File: src/rtl/bram_arb_pkg.sv
// Shared definitions for the two-requester BRAM port arbiter: FSM states,
// requester IDs, owner encoding and the read-return tag.
package bram_arb_pkg;

    typedef enum logic [1:0] {
        IDLE  = 2'b00,
        OWN_A = 2'b01,
        OWN_B = 2'b10
    } arb_state_t;

    localparam logic REQ_A = 1'b0;
    localparam logic REQ_B = 1'b1;

    localparam logic [1:0] OWNER_IDLE = 2'b00;
    localparam logic [1:0] OWNER_A    = 2'b01;
    localparam logic [1:0] OWNER_B    = 2'b10;

    typedef struct packed {
        logic valid;
        logic id;
    } rd_tag_t;

    function automatic logic [1:0] owner_of(input arb_state_t s);
        logic [1:0] o;
        case (s)
            OWN_A:   o = OWNER_A;
            OWN_B:   o = OWNER_B;
            default: o = OWNER_IDLE;
        endcase
        return o;
    endfunction

endpackage

File: src/rtl/bram_arb_rvalid_pipe.sv
// Read-return tag shift register: carries (valid, requester) alongside the
// BRAM read latency and presents a one-hot rvalid aligned with from_BRAM.
module bram_arb_rvalid_pipe
    import bram_arb_pkg::*;
#(
    parameter int READ_LATENCY = 1
) (
    input  logic clk,
    input  logic rst,
    input  logic push_valid,
    input  logic push_id,
    output logic a_rvalid,
    output logic b_rvalid
);

    rd_tag_t [READ_LATENCY-1:0] pipe_q;
    rd_tag_t [READ_LATENCY-1:0] pipe_d;

    // Shift the tag pipe by one stage and insert the new tag at the head.
    always_comb begin
        pipe_d          = pipe_q;
        pipe_d[0].valid = push_valid;
        pipe_d[0].id    = push_id;
        for (int i = 1; i < READ_LATENCY; i++) begin
            pipe_d[i] = pipe_q[i-1];
        end
    end

    // Tag pipe register; reset discards any reads still in flight.
    always_ff @(posedge clk or posedge rst) begin
        if (rst) begin
            pipe_q <= '0;
        end else begin
            pipe_q <= pipe_d;
        end
    end

    assign a_rvalid = pipe_q[READ_LATENCY-1].valid && (pipe_q[READ_LATENCY-1].id == REQ_A);
    assign b_rvalid = pipe_q[READ_LATENCY-1].valid && (pipe_q[READ_LATENCY-1].id == REQ_B);

endmodule

File: src/rtl/bram_port_arbiter.sv
// Shares one single-port BRAM between requesters A and B: round-robin
// per-access arbitration, bounded port locking and tagged read return.
module bram_port_arbiter
    import bram_arb_pkg::*;
#(
    parameter int DATA_WIDTH   = 8,
    parameter int ADDR_WIDTH   = 12,
    parameter int READ_LATENCY = 1,
    parameter int MAX_LOCK     = 256
) (
    input  logic                  clk,
    input  logic                  rst,
    input  logic                  a_req,
    input  logic                  b_req,
    input  logic                  a_lock,
    input  logic                  b_lock,
    input  logic                  a_we,
    input  logic                  b_we,
    input  logic [ADDR_WIDTH-1:0] a_addr,
    input  logic [ADDR_WIDTH-1:0] b_addr,
    input  logic [DATA_WIDTH-1:0] a_wdata,
    input  logic [DATA_WIDTH-1:0] b_wdata,
    output logic                  a_gnt,
    output logic                  b_gnt,
    output logic                  a_rvalid,
    output logic                  b_rvalid,
    output logic [DATA_WIDTH-1:0] rdata,
    output logic                  en,
    output logic                  write_enable,
    output logic [ADDR_WIDTH-1:0] addr,
    output logic [DATA_WIDTH-1:0] to_BRAM,
    input  logic [DATA_WIDTH-1:0] from_BRAM,
    output logic [1:0]            owner
);

    localparam int CNT_W = ($clog2(MAX_LOCK) > 0) ? $clog2(MAX_LOCK) : 1;
    localparam logic [CNT_W-1:0] LOCK_LAST = CNT_W'(MAX_LOCK - 1);

    arb_state_t       state_q, state_d;
    logic             rr_q, rr_d;
    logic [CNT_W-1:0] lock_cnt_q, lock_cnt_d;
    logic             lock_full_s;
    logic             push_valid_s;
    logic             push_id_s;

    assign lock_full_s = (lock_cnt_q == LOCK_LAST);

    // Next-state logic: a lock holds the port until it drops or the wait bound expires.
    always_comb begin
        state_d = state_q;
        case (state_q)
            IDLE: begin
                if (a_req && b_req) begin
                    state_d = (rr_q == REQ_A) ? OWN_A : OWN_B;
                end else if (a_req) begin
                    state_d = OWN_A;
                end else if (b_req) begin
                    state_d = OWN_B;
                end else begin
                    state_d = IDLE;
                end
            end
            OWN_A: begin
                if (a_lock) begin
                    state_d = (b_req && lock_full_s) ? OWN_B : OWN_A;
                end else if (b_req) begin
                    state_d = OWN_B;
                end else if (!a_req) begin
                    state_d = IDLE;
                end else begin
                    state_d = OWN_A;
                end
            end
            OWN_B: begin
                if (b_lock) begin
                    state_d = (a_req && lock_full_s) ? OWN_A : OWN_B;
                end else if (a_req) begin
                    state_d = OWN_A;
                end else if (!b_req) begin
                    state_d = IDLE;
                end else begin
                    state_d = OWN_B;
                end
            end
            default: begin
                state_d = IDLE;
            end
        endcase
    end

    // Round-robin pointer and lock counter; both react only to owner changes and contention.
    always_comb begin
        rr_d       = rr_q;
        lock_cnt_d = lock_cnt_q;
        if (state_d != state_q) begin
            lock_cnt_d = '0;
            if (state_d == OWN_A) begin
                rr_d = REQ_B;
            end else if (state_d == OWN_B) begin
                rr_d = REQ_A;
            end else begin
                rr_d = rr_q;
            end
        end else if ((state_q == OWN_A) && a_lock && b_req) begin
            lock_cnt_d = lock_cnt_q + CNT_W'(1);
        end else if ((state_q == OWN_B) && b_lock && a_req) begin
            lock_cnt_d = lock_cnt_q + CNT_W'(1);
        end else begin
            lock_cnt_d = lock_cnt_q;
        end
    end

    // Arbiter state registers.
    always_ff @(posedge clk or posedge rst) begin
        if (rst) begin
            state_q    <= IDLE;
            rr_q       <= REQ_A;
            lock_cnt_q <= '0;
        end else begin
            state_q    <= state_d;
            rr_q       <= rr_d;
            lock_cnt_q <= lock_cnt_d;
        end
    end

    // Port mux: only the owner reaches the BRAM, and only while it requests.
    always_comb begin
        a_gnt        = 1'b0;
        b_gnt        = 1'b0;
        en           = 1'b0;
        write_enable = 1'b0;
        addr         = '0;
        to_BRAM      = '0;
        case (state_q)
            OWN_A: begin
                a_gnt        = a_req;
                en           = a_req;
                write_enable = a_req && a_we;
                addr         = a_addr;
                to_BRAM      = a_wdata;
            end
            OWN_B: begin
                b_gnt        = b_req;
                en           = b_req;
                write_enable = b_req && b_we;
                addr         = b_addr;
                to_BRAM      = b_wdata;
            end
            default: begin
                a_gnt = 1'b0;
                b_gnt = 1'b0;
            end
        endcase
    end

    assign push_valid_s = (a_gnt && !a_we) || (b_gnt && !b_we);
    assign push_id_s    = b_gnt ? REQ_B : REQ_A;

    bram_arb_rvalid_pipe #(
        .READ_LATENCY (READ_LATENCY)
    ) u_rvalid_pipe (
        .clk        (clk),
        .rst        (rst),
        .push_valid (push_valid_s),
        .push_id    (push_id_s),
        .a_rvalid   (a_rvalid),
        .b_rvalid   (b_rvalid)
    );

    assign rdata = from_BRAM;
    assign owner = owner_of(state_q);

endmodule

File: config.mk
export PLATFORM = sky130hd
export DESIGN_NAME = bram_port_arbiter
export DESIGN_NICKNAME = d
export VERILOG_FILES = /design/src/rtl/bram_arb_pkg.sv /design/src/rtl/bram_arb_rvalid_pipe.sv /design/src/rtl/bram_port_arbiter.sv
export SDC_FILE = /design/constraint.sdc
export NUM_CORES = 1
export LEC_CHECK = 0
export CORE_ASPECT_RATIO = 1.75
export CORE_MARGIN = 4
export CORE_UTILIZATION = 33
export DETAILED_ROUTE_END_ITERATION = 16
export PLACE_DENSITY = 0.84
export SLEW_MARGIN = 40
export SYNTH_ARGS = -nofsm -noshare
export SYNTH_HDL_FRONTEND = slang
export SYNTH_SLANG_ARGS = --single-unit
export TNS_END_PERCENT = 5
File: constraint.sdc
create_clock -name clk -period 2.3 [get_ports clk]
set_input_delay 0.69 -clock clk [delete_from_list [all_inputs] [get_ports clk]]
set_output_delay 0.69 -clock clk [all_outputs]
set_load 0.02 [all_outputs]
==> run summary <==
Status - complete, no violations
GRT overflow - 0
Final nets - 291
CP startpoint kind - flip-flop
Placed inst area - 2080 um2
Via-to-Cell Ratio - 5.03
Drt drc - 0
Setup tns final - 0 ns
CTS tree - done
Worst EP required - 1.61 ns
Post-route setup slack - 0.0410 ns
Num CTS Buffers - 3
Ratio of cells with drive above 1 in the final layout - 33.2%
Core area - 3400 um2
H-Tree Depth - 1
Number of synthesized flops with an enable pin - 0
GRT Resource Usage Total - 17.3%
Clock Latency Late Sink - 0.25 ns
Peak fanout along the critical path - 11
Pleak - 0.000964 uW
Port bufs - 75
First-pass GRT wire length - 5940 um
WL final - 3950 um
Clock transition at path regs - 0.05 ns
GP Congestion - 0.764
Setup Viol. Count Final - 0
Final hold viol count - 0
Fin crit period - 2.26 ns
Routed Antenna Nets - 0
Slew @ Worst Pin - 0.506 ns
Largest net degree at the start of global routing - 24
Max Cap Violations - 0
Drt first pass iters - 4
Syn-to-layout area delta - 86.0%
Yosys top cell by area - dfrtp_1
Met3 GRT Util - 4.30%
PwrDens - 1070 nW/um2
Commonest non-fill, non-tap cell in the layout - clkdlybuf4s50_1
Initial DRC count - 23
WS Path Type - flip-flop to primary output
Max Clock Freq - 0.443 GHz
Yosys warns - 0
Routed length per instance - 14.6 um
Synthesized area - 1160 um2
Critical Path Sink Type - primary output
Synth Register Bits - 13
Synth cell types - 32
Design Area, Final - 2160 um2
CTS Buffer Depth - 2
Antenna diodes - 0
Avg Cell Area, Syn - 8.48 um2
Post-synthesis sequential area ratio - 28.0%
Ys async rst share - 100%
Rel. slew slack - 66.2%
Fillers - 282
Via count of the first global-routing pass - 1484
Reg2Reg Setup Slack - 0.11 ns
Setup Skew - 0.000943 ns
Most frequent cells in the layout - 46 x clkdlybuf4s50_1, 22 x buf_4, 21 x nor2b_1
Max Slew Vio Count - 0
Final Core Density - 63.6%
Initial antenna violation count - 0
Final period utilization - 98.2%
Clock root cell - clkbuf_8
Hold Crit Class - flip-flop to flip-flop
Met2 global-route usage - 34.7%
Via Count - 1362
Ports - 92
Post-detail-place hpwl - 3080 um
Sink Count - 13
Synth Instances - 137
Most area-consuming cells after synthesis - dfrtp_1 28%, a22oi_1 13%, nor2b_1 11%
Most Crowded Layer GR - met2
Die area - 4570 um2
Syn_nets - 201
Hold Slack - 0.550 ns
Die H - 86.5 um
Arrival @ worst endpoint - 1.57 ns
Share of the synthesized area in the top cell type - 28.0%
Placement Setup Slack - -0.617 ns
Die X - 52.9 um
RSZ-0062 raised after global routing - true
Initial Util - 34.2%
FP Rows - 28
Max VDD drop - 0.602 mV
Ys flop type - dfrtp_1
Met1 Usage GRT - 12.8%
[per-stage QoR]
stage,power [uW],cells
CTS,2120,269
floorplan,1200,137
global route,2470,271
global placement,1960,264
detailed placement,1980,264
finish,2310,271
[kinds of logic (layout without fill, tap and decap cells)]
logic type	count (synthesis)	after routing	synth area share, %
mux	2	2	1.83
buf+inv	22	111	9.69
compound gates	39	39	24.1
xor+xnor	8	8	6.03
flops	13	13	28.0
simple gates	45	45	21.7
fa+ha+maj	8	8	8.61
[critical path: stages, from the launching register on]
cell and delay [ns]:
dfrtp_2 0.45, buf_6 0.14, ha_4 0.18, clkbuf_16 0.17, a22oi_1 0.16, nor2b_1 0.07
buf_4 0.16
[synthesized netlist by cell type, types with 2 or more instances]
| master | count |
|---|---|
| a21oi_1 | 5 |
| xnor2_1 | 6 |
| ha_1 | 8 |
| nand3_1 | 2 |
| o21a_1 | 2 |
| a21boi_0 | 2 |
| nor2b_1 | 21 |
| a22oi_1 | 20 |
| nor2_1 | 7 |
| buf_4 | 8 |
| xor2_1 | 2 |
| inv_1 | 8 |
| clkbuf_1 | 6 |
| o21ai_0 | 3 |
| dfrtp_1 | 13 |
| nand2_1 | 8 |
[routing by layer]
| layer | vias to the layer above | wire, um |
|---|---|---|
| li1 | 647 | - |
| met1 | 638 | 1260 |
| met2 | 64 | 2260 |
| met3 | 13 | 293 |
| met4 | 0 | 133 |
| met5 | - | 0 |
[timing repair]
| action | in CTS | in global routing |
|---|---|---|
| buffers inserted | 1 | 1 |
| setup endpoints to repair | 35 | 31 |
| pin swaps | 2 | 2 |
| hold buffers | 0 | 0 |
| resized for setup | 111 | 18 |
| gates cloned | 0 | 1 |
[cell type report]
cell class | count | area, um2 | area share (%)
Timing Repair Buffer | 99 | 883 | 40.9
Inverter | 8 | 35.0 | 1.62
Tap cell | 45 | 56.3 | 2.60
Sequential cell | 13 | 327 | 15.1
Clock buffer | 4 | 45.0 | 2.08
Multi-Input combinational cell | 102 | 816 | 37.7
[flip-flops by register name, indices dropped and copies added, names as in the netlist]
| name | flops |
|---|---|
| lock_cnt_q | 8 |
| u_rvalid_pipe.pipe_q | 2 |
| state_q | 2 |
| rr_q | 1 |
[path summary, 6_finish.rpt]
kind                       cells past startpoint                       to       start
max in group asynchronous                      2               state_q[0]         rst
min reg2reg                                    1                     rr_q        rr_q
max                                            6               to_BRAM[5]  state_q[0]
max reg2reg                                   10                     rr_q  state_q[1]
min in group asynchronous                      2  u_rvalid_pipe.pipe_q[1]         rst
min                                            1                     rr_q        rr_q
[report_power, final]
group	total, uW	internal [uW]	switching (uW)	leakage (uW)
clock	208	123	84.9	0.0000228
sequential	312	269	43.1	0.000176
combinational	1790	905	887	0.000766
total	2310	1300	1020	0.000964
Power figures use the tool's default switching activity.
